==> config.mk <==
export PLATFORM = sky130hd
export DESIGN_NAME = calculator_stack_machine
export DESIGN_NICKNAME = d
export VERILOG_FILES = /design/src/rtl/calculator_pkg.sv /design/src/rtl/calculator_serial_multiplier.sv /design/src/rtl/calculator_stack_machine.sv
export SDC_FILE = /design/constraint.sdc
export NUM_CORES = 1
export LEC_CHECK = 0
export ABC_AREA = 1
export CAP_MARGIN = 30
export CORE_ASPECT_RATIO = 2
export CORE_MARGIN = 2
export CORE_UTILIZATION = 40
export DETAILED_ROUTE_END_ITERATION = 6
export GPL_TIMING_DRIVEN = 0
export HOLD_SLACK_MARGIN = 0.08
export SLEW_MARGIN = 20
export SYNTH_ARGS = -nofsm -noshare
export SYNTH_HDL_FRONTEND = slang
export SYNTH_SLANG_ARGS = --single-unit
export TNS_END_PERCENT = 5
==> constraint.sdc <==
create_clock -name clock -period 5.1 [get_ports clock]
set_clock_uncertainty 0.05 [all_clocks]
set_input_delay 1.02 -clock clock [delete_from_list [all_inputs] [get_ports clock]]
set_output_delay 1.02 -clock clock [all_outputs]
set_load 0.02 [all_outputs]
==> src/rtl/calculator_pkg.sv <==
// Shared definitions for the RPN stack calculator: opcodes, error codes and
// the control FSM state encoding.
package calculator_pkg;

  localparam logic [2:0] OP_PUSH  = 3'd0;
  localparam logic [2:0] OP_ADD   = 3'd1;
  localparam logic [2:0] OP_SUB   = 3'd2;
  localparam logic [2:0] OP_MUL   = 3'd3;
  localparam logic [2:0] OP_DUP   = 3'd4;
  localparam logic [2:0] OP_SWAP  = 3'd5;
  localparam logic [2:0] OP_DROP  = 3'd6;
  localparam logic [2:0] OP_CLEAR = 3'd7;

  localparam logic [2:0] ERR_OK        = 3'd0;
  localparam logic [2:0] ERR_FULL      = 3'd1;
  localparam logic [2:0] ERR_BIN_UNDER = 3'd2;
  localparam logic [2:0] ERR_UNA_UNDER = 3'd3;

  typedef enum logic {
    S_IDLE     = 1'b0,
    S_MUL_BUSY = 1'b1
  } state_e;

endpackage

==> src/rtl/calculator_serial_multiplier.sv <==
// Iterative shift-add multiplier, one multiplier bit per cycle.
// start loads the operands; busy stays high for DATA_WIDTH cycles and done
// pulses on the last of them, while product already carries the full result.
module calculator_serial_multiplier #(
  parameter int DATA_WIDTH = 16
) (
  input  logic                      clock,
  input  logic                      reset,
  input  logic                      start,
  input  logic [DATA_WIDTH-1:0]     a,
  input  logic [DATA_WIDTH-1:0]     b,
  output logic                      busy,
  output logic                      done,
  output logic [2*DATA_WIDTH-1:0]   product
);

  localparam int CW = $clog2(DATA_WIDTH);

  logic                    busy_q, busy_d;
  logic [CW-1:0]           cnt_q, cnt_d;
  logic [2*DATA_WIDTH-1:0] acc_q, acc_d;
  logic [2*DATA_WIDTH-1:0] mcand_q, mcand_d;
  logic [DATA_WIDTH-1:0]   mplier_q, mplier_d;
  logic [2*DATA_WIDTH-1:0] partial;
  logic                    last;

  // Accumulator after folding in the current multiplier bit; on the final
  // cycle this is the complete product.
  assign partial = acc_q + (mplier_q[0] ? mcand_q : '0);
  assign last    = (cnt_q == CW'(DATA_WIDTH - 1));
  assign busy    = busy_q;
  assign done    = busy_q && last;
  assign product = partial;

  // Next-state: load on start, otherwise step one bit per busy cycle.
  always_comb begin
    busy_d   = busy_q;
    cnt_d    = cnt_q;
    acc_d    = acc_q;
    mcand_d  = mcand_q;
    mplier_d = mplier_q;
    if (start && !busy_q) begin
      busy_d   = 1'b1;
      cnt_d    = '0;
      acc_d    = '0;
      mcand_d  = {{DATA_WIDTH{1'b0}}, a};
      mplier_d = b;
    end else if (busy_q) begin
      acc_d    = partial;
      mcand_d  = mcand_q << 1;
      mplier_d = mplier_q >> 1;
      cnt_d    = cnt_q + CW'(1);
      if (last) begin
        busy_d = 1'b0;
      end
    end
  end

  // Control state; reset aborts any multiply in flight.
  always_ff @(posedge clock or posedge reset) begin
    if (reset) begin
      busy_q <= 1'b0;
      cnt_q  <= '0;
    end else begin
      busy_q <= busy_d;
      cnt_q  <= cnt_d;
    end
  end

  // Datapath registers need no reset; they are loaded on start.
  always_ff @(posedge clock) begin
    acc_q    <= acc_d;
    mcand_q  <= mcand_d;
    mplier_q <= mplier_d;
  end

endmodule

==> src/rtl/calculator_stack_machine.sv <==
// Parametrised RPN stack calculator with valid/ready command port.
// Optional build macro CALC_SATURATE_EN: overflowing ADD/MUL clamp to all
// ones and overflowing SUB clamps to zero; otherwise results wrap.
module calculator_stack_machine
  import calculator_pkg::*;
#(
  parameter int DATA_WIDTH  = 16,
  parameter int STACK_DEPTH = 8
) (
  input  logic                               clock,
  input  logic                               reset,
  input  logic                               cmd_valid,
  output logic                               cmd_ready,
  input  logic [2:0]                         cmd_op,
  input  logic [DATA_WIDTH-1:0]              cmd_data,
  output logic [DATA_WIDTH-1:0]              result,
  output logic [$clog2(STACK_DEPTH+1)-1:0]   depth,
  output logic                               overflow,
  output logic [2:0]                         error,
  output logic                               busy
);

  localparam int DW = $clog2(STACK_DEPTH + 1);
  localparam int AW = $clog2(STACK_DEPTH);
`ifdef CALC_SATURATE_EN
  localparam bit SAT_EN = 1'b1;
`else
  localparam bit SAT_EN = 1'b0;
`endif

  // Clamp an overflowing result to the ceiling (all ones) or floor (zero).
  function automatic logic [DATA_WIDTH-1:0] fit(input logic [DATA_WIDTH-1:0] lo,
                                                input logic ovf,
                                                input logic ceil);
    if (SAT_EN && ovf) return ceil ? '1 : '0;
    return lo;
  endfunction

  logic [DATA_WIDTH-1:0]   stack_q [STACK_DEPTH];
  logic [DATA_WIDTH-1:0]   stack_d [STACK_DEPTH];
  logic [DW-1:0]           depth_q, depth_d;
  logic                    ovf_q, ovf_d;
  logic [2:0]              err_q, err_d;
  state_e                  state_q, state_d;

  logic                    mul_start, mul_busy, mul_done;
  logic [2*DATA_WIDTH-1:0] mul_product;
  logic [AW-1:0]           t_idx, n_idx, p_idx;
  logic [DATA_WIDTH-1:0]   t_val, n_val;
  logic [DATA_WIDTH:0]     add_sum, sub_diff;

  assign t_idx    = AW'(depth_q - DW'(1));
  assign n_idx    = AW'(depth_q - DW'(2));
  assign p_idx    = AW'(depth_q);
  assign t_val    = stack_q[t_idx];
  assign n_val    = stack_q[n_idx];
  assign add_sum  = {1'b0, n_val} + {1'b0, t_val};
  assign sub_diff = {1'b0, n_val} - {1'b0, t_val};

  assign result    = (depth_q == '0) ? '0 : t_val;
  assign depth     = depth_q;
  assign overflow  = ovf_q;
  assign error     = err_q;
  assign busy      = (state_q == S_MUL_BUSY) || mul_busy;
  assign cmd_ready = !busy;

  calculator_serial_multiplier #(
    .DATA_WIDTH(DATA_WIDTH)
  ) u_mul (
    .clock  (clock),
    .reset  (reset),
    .start  (mul_start),
    .a      (n_val),
    .b      (t_val),
    .busy   (mul_busy),
    .done   (mul_done),
    .product(mul_product)
  );

  // Op decode, error checks, stack update and IDLE/MUL_BUSY sequencing.
  always_comb begin
    stack_d   = stack_q;
    depth_d   = depth_q;
    ovf_d     = ovf_q;
    err_d     = err_q;
    state_d   = state_q;
    mul_start = 1'b0;
    case (state_q)
      S_IDLE: begin
        if (cmd_valid && cmd_ready) begin
          ovf_d = 1'b0;
          err_d = ERR_OK;
          case (cmd_op)
            OP_PUSH: begin
              if (depth_q == DW'(STACK_DEPTH)) err_d = ERR_FULL;
              else begin
                stack_d[p_idx] = cmd_data;
                depth_d        = depth_q + DW'(1);
              end
            end
            OP_ADD: begin
              if (depth_q < DW'(2)) err_d = ERR_BIN_UNDER;
              else begin
                stack_d[n_idx] = fit(add_sum[DATA_WIDTH-1:0], add_sum[DATA_WIDTH], 1'b1);
                ovf_d          = add_sum[DATA_WIDTH];
                depth_d        = depth_q - DW'(1);
              end
            end
            OP_SUB: begin
              if (depth_q < DW'(2)) err_d = ERR_BIN_UNDER;
              else begin
                stack_d[n_idx] = fit(sub_diff[DATA_WIDTH-1:0], sub_diff[DATA_WIDTH], 1'b0);
                ovf_d          = sub_diff[DATA_WIDTH];
                depth_d        = depth_q - DW'(1);
              end
            end
            OP_MUL: begin
              if (depth_q < DW'(2)) err_d = ERR_BIN_UNDER;
              else begin
                mul_start = 1'b1;
                state_d   = S_MUL_BUSY;
              end
            end
            OP_DUP: begin
              if (depth_q == '0) err_d = ERR_UNA_UNDER;
              else if (depth_q == DW'(STACK_DEPTH)) err_d = ERR_FULL;
              else begin
                stack_d[p_idx] = t_val;
                depth_d        = depth_q + DW'(1);
              end
            end
            OP_SWAP: begin
              if (depth_q < DW'(2)) err_d = ERR_BIN_UNDER;
              else begin
                stack_d[t_idx] = n_val;
                stack_d[n_idx] = t_val;
              end
            end
            OP_DROP: begin
              if (depth_q == '0) err_d = ERR_UNA_UNDER;
              else depth_d = depth_q - DW'(1);
            end
            OP_CLEAR: begin
              depth_d = '0;
            end
          endcase
        end
      end
      S_MUL_BUSY: begin
        if (mul_done) begin
          stack_d[n_idx] = fit(mul_product[DATA_WIDTH-1:0],
                               |mul_product[2*DATA_WIDTH-1:DATA_WIDTH], 1'b1);
          ovf_d          = |mul_product[2*DATA_WIDTH-1:DATA_WIDTH];
          depth_d        = depth_q - DW'(1);
          state_d        = S_IDLE;
        end
      end
    endcase
  end

  // Control registers with asynchronous reset.
  always_ff @(posedge clock or posedge reset) begin
    if (reset) begin
      state_q <= S_IDLE;
      depth_q <= '0;
      ovf_q   <= 1'b0;
      err_q   <= ERR_OK;
    end else begin
      state_q <= state_d;
      depth_q <= depth_d;
      ovf_q   <= ovf_d;
      err_q   <= err_d;
    end
  end

  // Stack storage holds its contents across reset.
  always_ff @(posedge clock) begin
    stack_q <= stack_d;
  end

endmodule

==> results of run 1 <==
## synth_stat cells (all sizes together)
cell type / count
fa: 3
o21a: 2
nand3b: 7
xor2: 19
and2: 3
o31ai: 1
o22ai: 43
nor2: 180
clkbuf: 100
a31oi: 14
dfxtp: 48
conb: 1
a22oi: 12
o211ai: 104
nand2: 1558
or2: 10
xnor2: 2
o2111ai: 12
o21ai: 515
buf: 143
a21oi: 234
a221oi: 2
nand4: 75
dfrtp: 13
o21bai: 5
edfxtp: 160
and3: 2
inv: 463
ha: 72
nor3: 30
mux2: 1
a21o: 4
a211oi: 2
clkinv: 2
nand3: 353
a21boi: 3
## layer usage
metal | overflow | track usage, %
met1 | 7 | 73.8
met3 | 24 | 55.3
met4 | 536 | 82.1
met2 | 1211 | 100
met5 | 0 | 16.2
## logic make-up after synthesis
family	Yosys count	share of synthesized area [%]
AND/OR/NAND/NOR	2218	37.5
AO/OA/AOI/OAI	953	21.3
buffers and inverters	708	11.7
flip-flops	221	24.7
adder cells (fa/ha/maj)	75	3.89
XOR/XNOR	21	0.745
other	1	0.0152
multiplexers	1	0.0456
## through the flow
stage	hold WS, ns	std cells	setup TNS, ns	util (%)
after floorplan	0.396	4198	0	-
after global placement	0.410	5016	-283.47	42.7
after detailed placement	0.412	5036	-139.21	43.5
after CTS	0.423	5109	0	45.9
## repair_timing
action	CTS
gates resized for setup	105
hold buffers	0
endpoints found under the hold margin	0
endpoints found under the setup margin	137
gates cloned	0
buffers inserted	26
pin swaps	6
==> metrics.md, run 1 <==
| Metric | Value |
|---|---|
| Die width | approximately 180 microns |
| Largest net degree at the start of global routing | between 40 and 50 |
| IO Pins | 48 |
| Status | stopped before the end |
| GRT overflow | approximately 1800 |
| Placed cell areas | 0.0265 sq mm |
| Yosys warning count | 0 |
| Yosys reg bits | about 220 |
| Post-synth top area share | roughly 23% |
| Total GRT Usage | 76.8% |
| Placer Congestion | ~1.2 |
| CTS Sinks | around 220 |
| Cell count after synthesis | between 4000 and 5000 |
| Netlist Area Pre-Place | roughly 0.025 sq mm |
| Port bufs | 38 |
| Hpwl dp | 157000 microns |
| Seq/Total Area, Yosys | 24.7% |
| Die height | between 300 and 400 microns |
| Starting density of the core | between 40 and 50% |
| Clock Path Buffers | 3 |
| Yosys top cell by area | nand2_1 |
| Vias in the first global route | around 39000 |
| Dpl ws | -1.74 ns |
| Cts bufs inserted | 26 |
| Syn_area_per_cell | between 5 and 6 sq um |
| Netlist cell types | between 50 and 60 |
| Cell Rows | 128 |
| Root Buffer | clkbuf_16 |
| Syn nets | ~4300 |
| First-pass GRT wire length | ~360000 microns |
| H-tree Lvls | 1 |
| Error Message | [ERROR GRT-0116] Global routing finished with congestion. Check the congestion regions in the DRC Viewer. |
| Fail Step | global routing |
| Largest cells by area after synthesis | nand2_1 (23%), edfxtp_1 (19%), o21ai_0 (9.4%) |
==> run 2: changes to the inputs <==
- CORE_ASPECT_RATIO: 2 -> not set
- CORE_UTILIZATION: 40 -> 25
- HOLD_SLACK_MARGIN: 0.08 -> not set
- PLACE_DENSITY_LB_ADDON: not set -> 0.15
==> run 2 against run 1 <==
- synthesized cell count did not move
- the flow now finishes, with violations (negative setup slack)
- area after synthesis did not move
==> metrics.md, run 2 <==
| Metric | Value |
|---|---|
| Status | finished, violations left |
| Failing checks | negative setup slack |
| Die height | 318 microns (-10%) |
| WHS Path Cells | 2 |
| RSZ-0062 raised after global routing | true |
| Final min period | slightly above 5 ns |
| Predominant post-synthesis flop cell | edfxtp_1 |
| Placed cell areas | 0.0274 sq mm (+3.2%) |
| Avg Vias per Cell | a little under 6 |
| WL/cell | 33.9 microns |
| IO Pins | 48 (unchanged) |
| Post-synth top area share | 23.2% (unchanged) |
| Layout fillers | about 11000 |
| Port bufs | 38 (unchanged) |
| Die footprint | just over 0.1 sq mm |
| Compound-Gate Fraction of Synth Area | 21.3% (unchanged) |
| Most common cell after layout, fill and taps aside | nand2_1 |
| Layout cells sized above 1 | between 10% and 20% |
| Final number of setup-violating endpoints | 2 |
| FF/Latch Area | between 0.006 and 0.007 sq mm |
| Maximum fanout along the worst path | 13 |
| Yosys warning count | 0 (unchanged) |
| Root Buffer | clkbuf_16 |
| Drt drc | 0 |
| Initial antenna violation count | 10 |
| Total GRT Usage | a little over a third |
| Final worst slack | -0.0383 ns |
| Maxcap violations | 0 |
| Hold EP | u_mul.acc_q[0] |
| Vias in the first global route | approximately 30000 |
| Netlist cell types | 57 (unchanged) |
| Detail Route Antenna Nets | 0 |
| First-pass GRT wire length | ~260000 microns |
| Later-pin clock latency in the skew report | between 0.6 and 0.7 ns |
| Worst Tran Pin Value | approximately 1.2 ns |
| Largest Register | stack_q |
| H-tree Lvls | 2 (+1) |
| CP startpoint kind | flop |
| P&R area growth vs syn | 20.1% |
| NumNets Final | 4450 |
| Most common cell in the netlist | nand2_1 |
| Worst min-delay path class | flop to flop |
| Netlist Area Pre-Place | 0.0247 sq mm (unchanged) |
| Die width | 318 microns (+77%) |
| Fin crit share | 101% |
| TritonRoute pass-1 iters | 6 |
| Fmax | ~200 MHz |
| Number of flops mapped to enable cells by yosys | 160 (unchanged) |
| Slew HR | 20.0% |
| Syn nets | 4295 (unchanged) |
| Reg2reg end | stack_q[7] |
| Worst hold slack | approximately 0.43 ns |
| Cts bufs inserted | 36 (+38%) |
| Final Routed Wirelength | approximately 190000 microns |
| Largest net degree at the start of global routing | between 40 and 50 |
| Cell count after synthesis | 4198 (unchanged) |
| Multi-input logic area | 0.0164 sq mm |
| CTS Sinks | 221 (unchanged) |
| Adder-Cell Fraction of Synth Area | 3.89% (unchanged) |
| Main combinational cell family by area after synthesis | simple AND/OR/NAND/NOR gates |
| Final hold violation count | 0 |
| Data required, critical path | 5.38 ns |
| Synth top cells by count | nand2_1 (1526), o21ai_0 (462), inv_1 (422) |
| Largest cells by area after synthesis | nand2_1 (23%), edfxtp_1 (19%), o21ai_0 (9.4%) |
| CTS tree | built |
| R2R Setup Slk | -0.04 ns |
| GRT overflow | 0 |
| Critical R2R Launch | depth[1] |
| Post-synthesis xor/xnor area fraction | 0.745% (unchanged) |
| R2R depth | 25 |
| Asr flop ratio synth | 5.88% (unchanged) |
| Yosys reg bits | 221 (unchanged) |
| Mux contribution to synthesized area | 0.0456% (unchanged) |
| Syn_area_per_cell | 5.88 sq um (unchanged) |
| Design area | 0.0297 sq mm |
| Seq/Total Area, Yosys | 24.7% (unchanged) |
| Crit end category | flop |
| Clock transition at path regs | about 0.05 ns |
| Vias | around 33000 |
| Simple-gate share of the synthesized area | 37.5% (unchanged) |
| Crit path kind | flop to flop |
| CORE AREA | between 0.09 and 0.1 sq mm |
| Total negative slack | -0.0531 ns |
| Clock Path Buffers | 3 (unchanged) |
| Yosys top cell by area | nand2_1 |
| Cell Rows | 115 (-10%) |
| DRT iter0 DRCs | around 5100 |
| Max Slew Vio Count | 0 |
| # hold bufs at CTS | 0 (unchanged) |
| Hpwl dp | 152000 microns (-3.4%) |
| Hold Crit Start | u_mul.acc_q[0] |
| Dpl ws | -1.69 ns (+0.0564 ns) |
| Number of flip-flops under the largest register name | around 130 |
| Placer Congestion | 1.04 (-14%) |
| Arr. time, crit path | 5.42 ns |
| Biggest regs | stack_q x128, u_mul.acc_q x32, u_mul.mcand_q x32 |
| Commonest cells after routing, fill and taps aside | nand2_1 (1489), o21ai_0 (459), inv_1 (411) |
| Starting density of the core | 25.2% (-15 points) |
[run 2: cell counts after synthesis]
Identical to the previous run, type by type.
[run 2: stage by stage]
stage | std cells | utilization, %
detailed placement | 5565 | 27.9
global placement | 5523 | 27.2
finish | 5671 | 30.2
floorplan | 4198 | -
CTS | 5641 | 29.7
global route | 5668 | 30.2
[run 2: how the worst max path moves through the flow]
stage,cells past startpoint,endpoint,slack (ns),start
CTS,27,stack_q[106],-0.03,depth[0]
detailed placement,23,stack_q[120],-1.69,depth[1]
global route,29,stack_q[42],-0.11,depth[1]
finish,25,stack_q[7],-0.04,depth[1]
global placement,10,stack_q[14],-3.23,cmd_op[2]
floorplan,25,stack_q[40],0.91,depth[1]
[run 2: layout make-up]
type                            instances  share of cell area, %
Antenna cell                            3                 0.0253
Buffer                                241                   4.17
Clock buffer                           47                   3.28
Clock inverter                         19                  0.886
Inverter                              465                   6.11
Multi-Input combinational cell       3271                   55.3
Sequential cell                       221                   20.5
Tap cell                             1287                   5.43
Timing Repair Buffer                  117                   4.28
[run 2: critical path, cell delays in order (launching register included)]
cell        delay [ns]
dfrtp_2           0.42
buf_6             0.20
clkinvlp_4        0.20
buf_6             0.22
ha_2              0.34
buf_6             0.18
inv_4             0.10
nand3_2           0.16
buf_6             0.25
o22ai_1           0.10
nor2_1            0.18
nand2_4           0.15
inv_2             0.16
ha_2              0.33
inv_1             0.15
nand2_1           0.10
nor2_1            0.11
nand2_1           0.08
nand2_2           0.15
nand2_1           0.06
nand3_1           0.09
nand2_1           0.18
o21ai_0           0.25
nand4_1           0.35
nand2_1           0.16
o21ai_0           0.09
[run 2: logic make-up (layout without fill, tap and decap cells)]
| group | after synthesis | count (layout) |
|---|---|---|
| compound gates | 953 | 953 |
| xor+xnor | 21 | 21 |
| fa+ha+maj | 75 | 75 |
| buf+inv | 708 | 889 |
| flops | 221 | 221 |
| mux | 1 | 1 |
| other cells | 1 | 4 |
| simple gates | 2218 | 2220 |
[run 2: metal layers]
metal / share of wire [%] / track usage, % / wire length [microns]
met1: 40 / 47.1 / 76600
met3: 11 / 9.13 / 21900
met2: 42 / 55.5 / 81200
met4: 6.7 / 19.6 / 12800
met5: 0.025 / 0 / 48
[run 2: repair_timing]
item,CTS,global route
pin swaps,2,17
buffers inserted,12,24
gates cloned,0,2
endpoints found under the setup margin,137,94
resized for setup,101,84
Power of run 2 is left out: the tool's default activity adds up to more than one toggle a clock period on the data nets, which glitch-free logic cannot reach.
==> run 3: changes to the inputs <==
--- a/config.mk
+++ b/config.mk
@@ -8,5 +8,5 @@
 export ABC_AREA = 1
 export CAP_MARGIN = 30
-export CORE_MARGIN = 2
+export CORE_MARGIN = 1
 export CORE_UTILIZATION = 25
 export DETAILED_ROUTE_END_ITERATION = 6
==> constraint.sdc (replaced) <==
create_clock -name clock -period 5.1 [get_ports clock]
set_clock_uncertainty 0.05 [all_clocks]
set_input_delay 1.53 -clock clock [delete_from_list [all_inputs] [get_ports clock]]
set_output_delay 1.53 -clock clock [all_outputs]
set_load 0.02 [all_outputs]
==> run 3 against run 2 <==
- the run ends with design-rule violations left
- first-iteration DRC count fell by 3.0%
- core utilization decreased by 0.078 points
- cell count down 0.42%
- non-clock buffer count is 13 lower
- via count down 2.0%
- register-to-register slack gained 0.06 ns
- critical endpoint is now stack_q[120]
- largest cell class unchanged
==> metrics.md, run 3 (synthesis results as in run 2) <==
| Metric | Value |
|---|---|
| Drt drc | 1 (+1) |
| Final Routed Wirelength | 178000 microns (-7.6%) |
| P&R area growth vs syn | 18.7% |
| Fmax | 197 MHz (+1.2%) |
| Most frequent CP cell | nand2_1 |
| RSZ-0062 raised after global routing | true |
| Largest net degree at the start of global routing | 42 (unchanged) |
| Arr. time, crit path | 5.36 ns (-0.06 ns) |
| Most common cell after layout, fill and taps aside | nand2_1 |
| Largest Register | stack_q |
| Final hold violation count | 0 (unchanged) |
| # hold bufs at CTS | 0 (unchanged) |
| Crit end category | flop |
| H-tree Lvls | 2 (unchanged) |
| GRT overflow | 0 (unchanged) |
| Total GRT Usage | 34.5% (-1.9 points) |
| WL/cell | 31.5 microns (-7.2%) |
| Starting density of the core | 25.4% (+0.22 points) |
| Avg Vias per Cell | 5.72 (-1.6%) |
| Clock Path Buffers | 3 (unchanged) |
| IO Pins | 48 (unchanged) |
| Detail Route Antenna Nets | 0 (unchanged) |
| Slew HR | 23.3% (+3.3 points) |
| Cts bufs inserted | 36 (unchanged) |
| Hpwl dp | 140000 microns (-8.0%) |
| Placer Congestion | 1.07 (+2.7%) |
| Initial antenna violation count | 3 (-7) |
| Layout fillers | 11183 (-1.5%) |
| Worst hold slack | 0.428 ns (+0.00134 ns) |
| Commonest cells after routing, fill and taps aside | nand2_1 (1486), o21ai_0 (458), inv_1 (412) |
| Die width | 316 microns (-0.63%) |
| Clock transition at path regs | 0.06 ns (about the same) |
| Crit path kind | flop to flop |
| DRT iter0 DRCs | 4915 (-3.0%) |
| Die footprint | 0.100 sq mm (-1.3%) |
| NumNets Final | 4437 (-0.29%) |
| Biggest regs | stack_q x128, u_mul.acc_q x32, u_mul.mcand_q x32 |
| Failing checks | design-rule violations |
| First-pass GRT wire length | 239000 microns (-6.4%) |
| Status | finished, violations left |
| Worst min-delay path class | flop to flop |
| Worst Tran Pin Value | 1.15 ns (-0.0492 ns) |
| Layout cells sized above 1 | 10.3% (-0.47 points) |
| WHS Path Cells | 2 (unchanged) |
| CP startpoint kind | flop |
| Cell Rows | 114 (-0.87%) |
| Final min period | 5.08 ns (-0.0616 ns) |
| Vias in the first global route | 29382 (-1.9%) |
| Die height | 316 microns (-0.63%) |
| CORE AREA | 0.0973 sq mm (-0.87%) |
| CP peak stage delay | 0.49 ns (+0.07 ns) |
| TritonRoute pass-1 iters | 7 (+1) |
| Maxcap violations | 0 (unchanged) |
| R2R depth | 24 (-4.0%) |
| Final number of setup-violating endpoints | 0 (-2) |
| Fin crit share | 99.5% (-1.2 points) |
| CTS tree | built |
| Vias | 32273 (-2.0%) |
| Number of flip-flops under the largest register name | 128 (unchanged) |
| Port bufs | 38 (unchanged) |
| Max Slew Vio Count | 0 (unchanged) |
| Root Buffer | clkbuf_16 |
| Later-pin clock latency in the skew report | 0.63 ns (-0.02 ns) |
| CTS Sinks | 221 (unchanged) |
| Maximum fanout along the worst path | 13 (unchanged) |
| Crit-path cells | buf_8 -> clkinvlp_4 -> buf_8 -> ha_2 -> buf_8 -> buf_6 -> buf_8 -> nand2_1 -> nand2_1 -> nand2_2 -> nand2_4 -> ha_1 -> inv_1 -> fa_1 -> o21ai_2 -> inv_1 -> o211ai_1 -> nand2_2 -> o21ai_0 -> nand2_1 -> nand2_1 -> nand3_1 -> nand2_1 -> nand2_1 |
| Data required, critical path | 5.38 ns (about the same) |
| Worst path slowest cell | fa_1 |
## run 3: cell types whose count changed in the layout (fill, tap and decap cells not counted), sizes merged, moves of 4 or more
cell | before | now
buf | 222 | 205
clkinv | 14 | 3
clkbuf | 145 | 160
clkdlybuf4s50 | 36 | 22
inv | 454 | 458
clkdlybuf4s15 | 0 | 5
dlygate4sd2 | 1 | 9
## run 3: critical path, delay by kind of cell (launching register included)
| kind | cells | cell delay (ns) |
|---|---|---|
| AO/OA/AOI/OAI | 3 | 0.66 |
| adder cells (fa/ha/maj) | 3 | 1.09 |
| buffers and inverters | 8 | 1.33 |
| flip-flops | 1 | 0.43 |
| AND/OR/NAND/NOR | 10 | 1.21 |
## run 3: area by class of cell
type                            count  area [sq um]  share of cell area, %
Buffer                            242          1260                   4.30
Multi-Input combinational cell   3271         16400                   55.8
Antenna cell                        5          12.5                 0.0427
Clock buffer                       56           996                   3.40
Inverter                          465          1810                   6.18
Timing Repair Buffer              103          1070                   3.64
Tap cell                         1276          1600                   5.45
Sequential cell                   221          6090                   20.8
Clock inverter                      8           113                  0.384
## run 3: metal layers
metal / track usage [%] / wire, microns / vias to the layer above
met5: 0 / 0 / -
met3: 11.4 / 22100 / 486
met2: 53.1 / 76200 / 2222
li1: - / - / 14242
met4: 18.7 / 11100 / 0
met1: 42.5 / 68600 / 15323
## run 3: worst paths after layout
kind | start | endpoint | slack [ns]
min in group asynchronous | reset | error[1] | 1.21
setup / recovery | depth[1] | stack_q[120] | 0.02
hold / removal | u_mul.acc_q[0] | u_mul.acc_q[0] | 0.43
max in group asynchronous | reset | depth[1] | 3.35
hold reg to reg | u_mul.acc_q[0] | u_mul.acc_q[0] | 0.43
setup reg to reg | depth[1] | stack_q[120] | 0.02
## run 3: what timing repair did
item,in CTS,in global routing
endpoints found under the setup margin,137,100
gates resized for setup,123,91
pin swaps,7,13
buffers inserted,14,24
cloned,0,2
## run 3: stage by stage
stage,util [%],area [sq um],setup WS [ns],setup TNS [ns],std cells
finish,30.1,29300,0.0233,0,5647
global route,30.1,29300,-0.0260,-0.117,5642
CTS,29.6,28800,-0.145,-0.590,5615
detailed placement,28.0,27200,-1.56,-138.67,5538
global placement,27.4,26700,-2.44,-354.49,5512
floorplan,-,24700,0.792,0,4198
Power of run 3 is left out for the same reason.
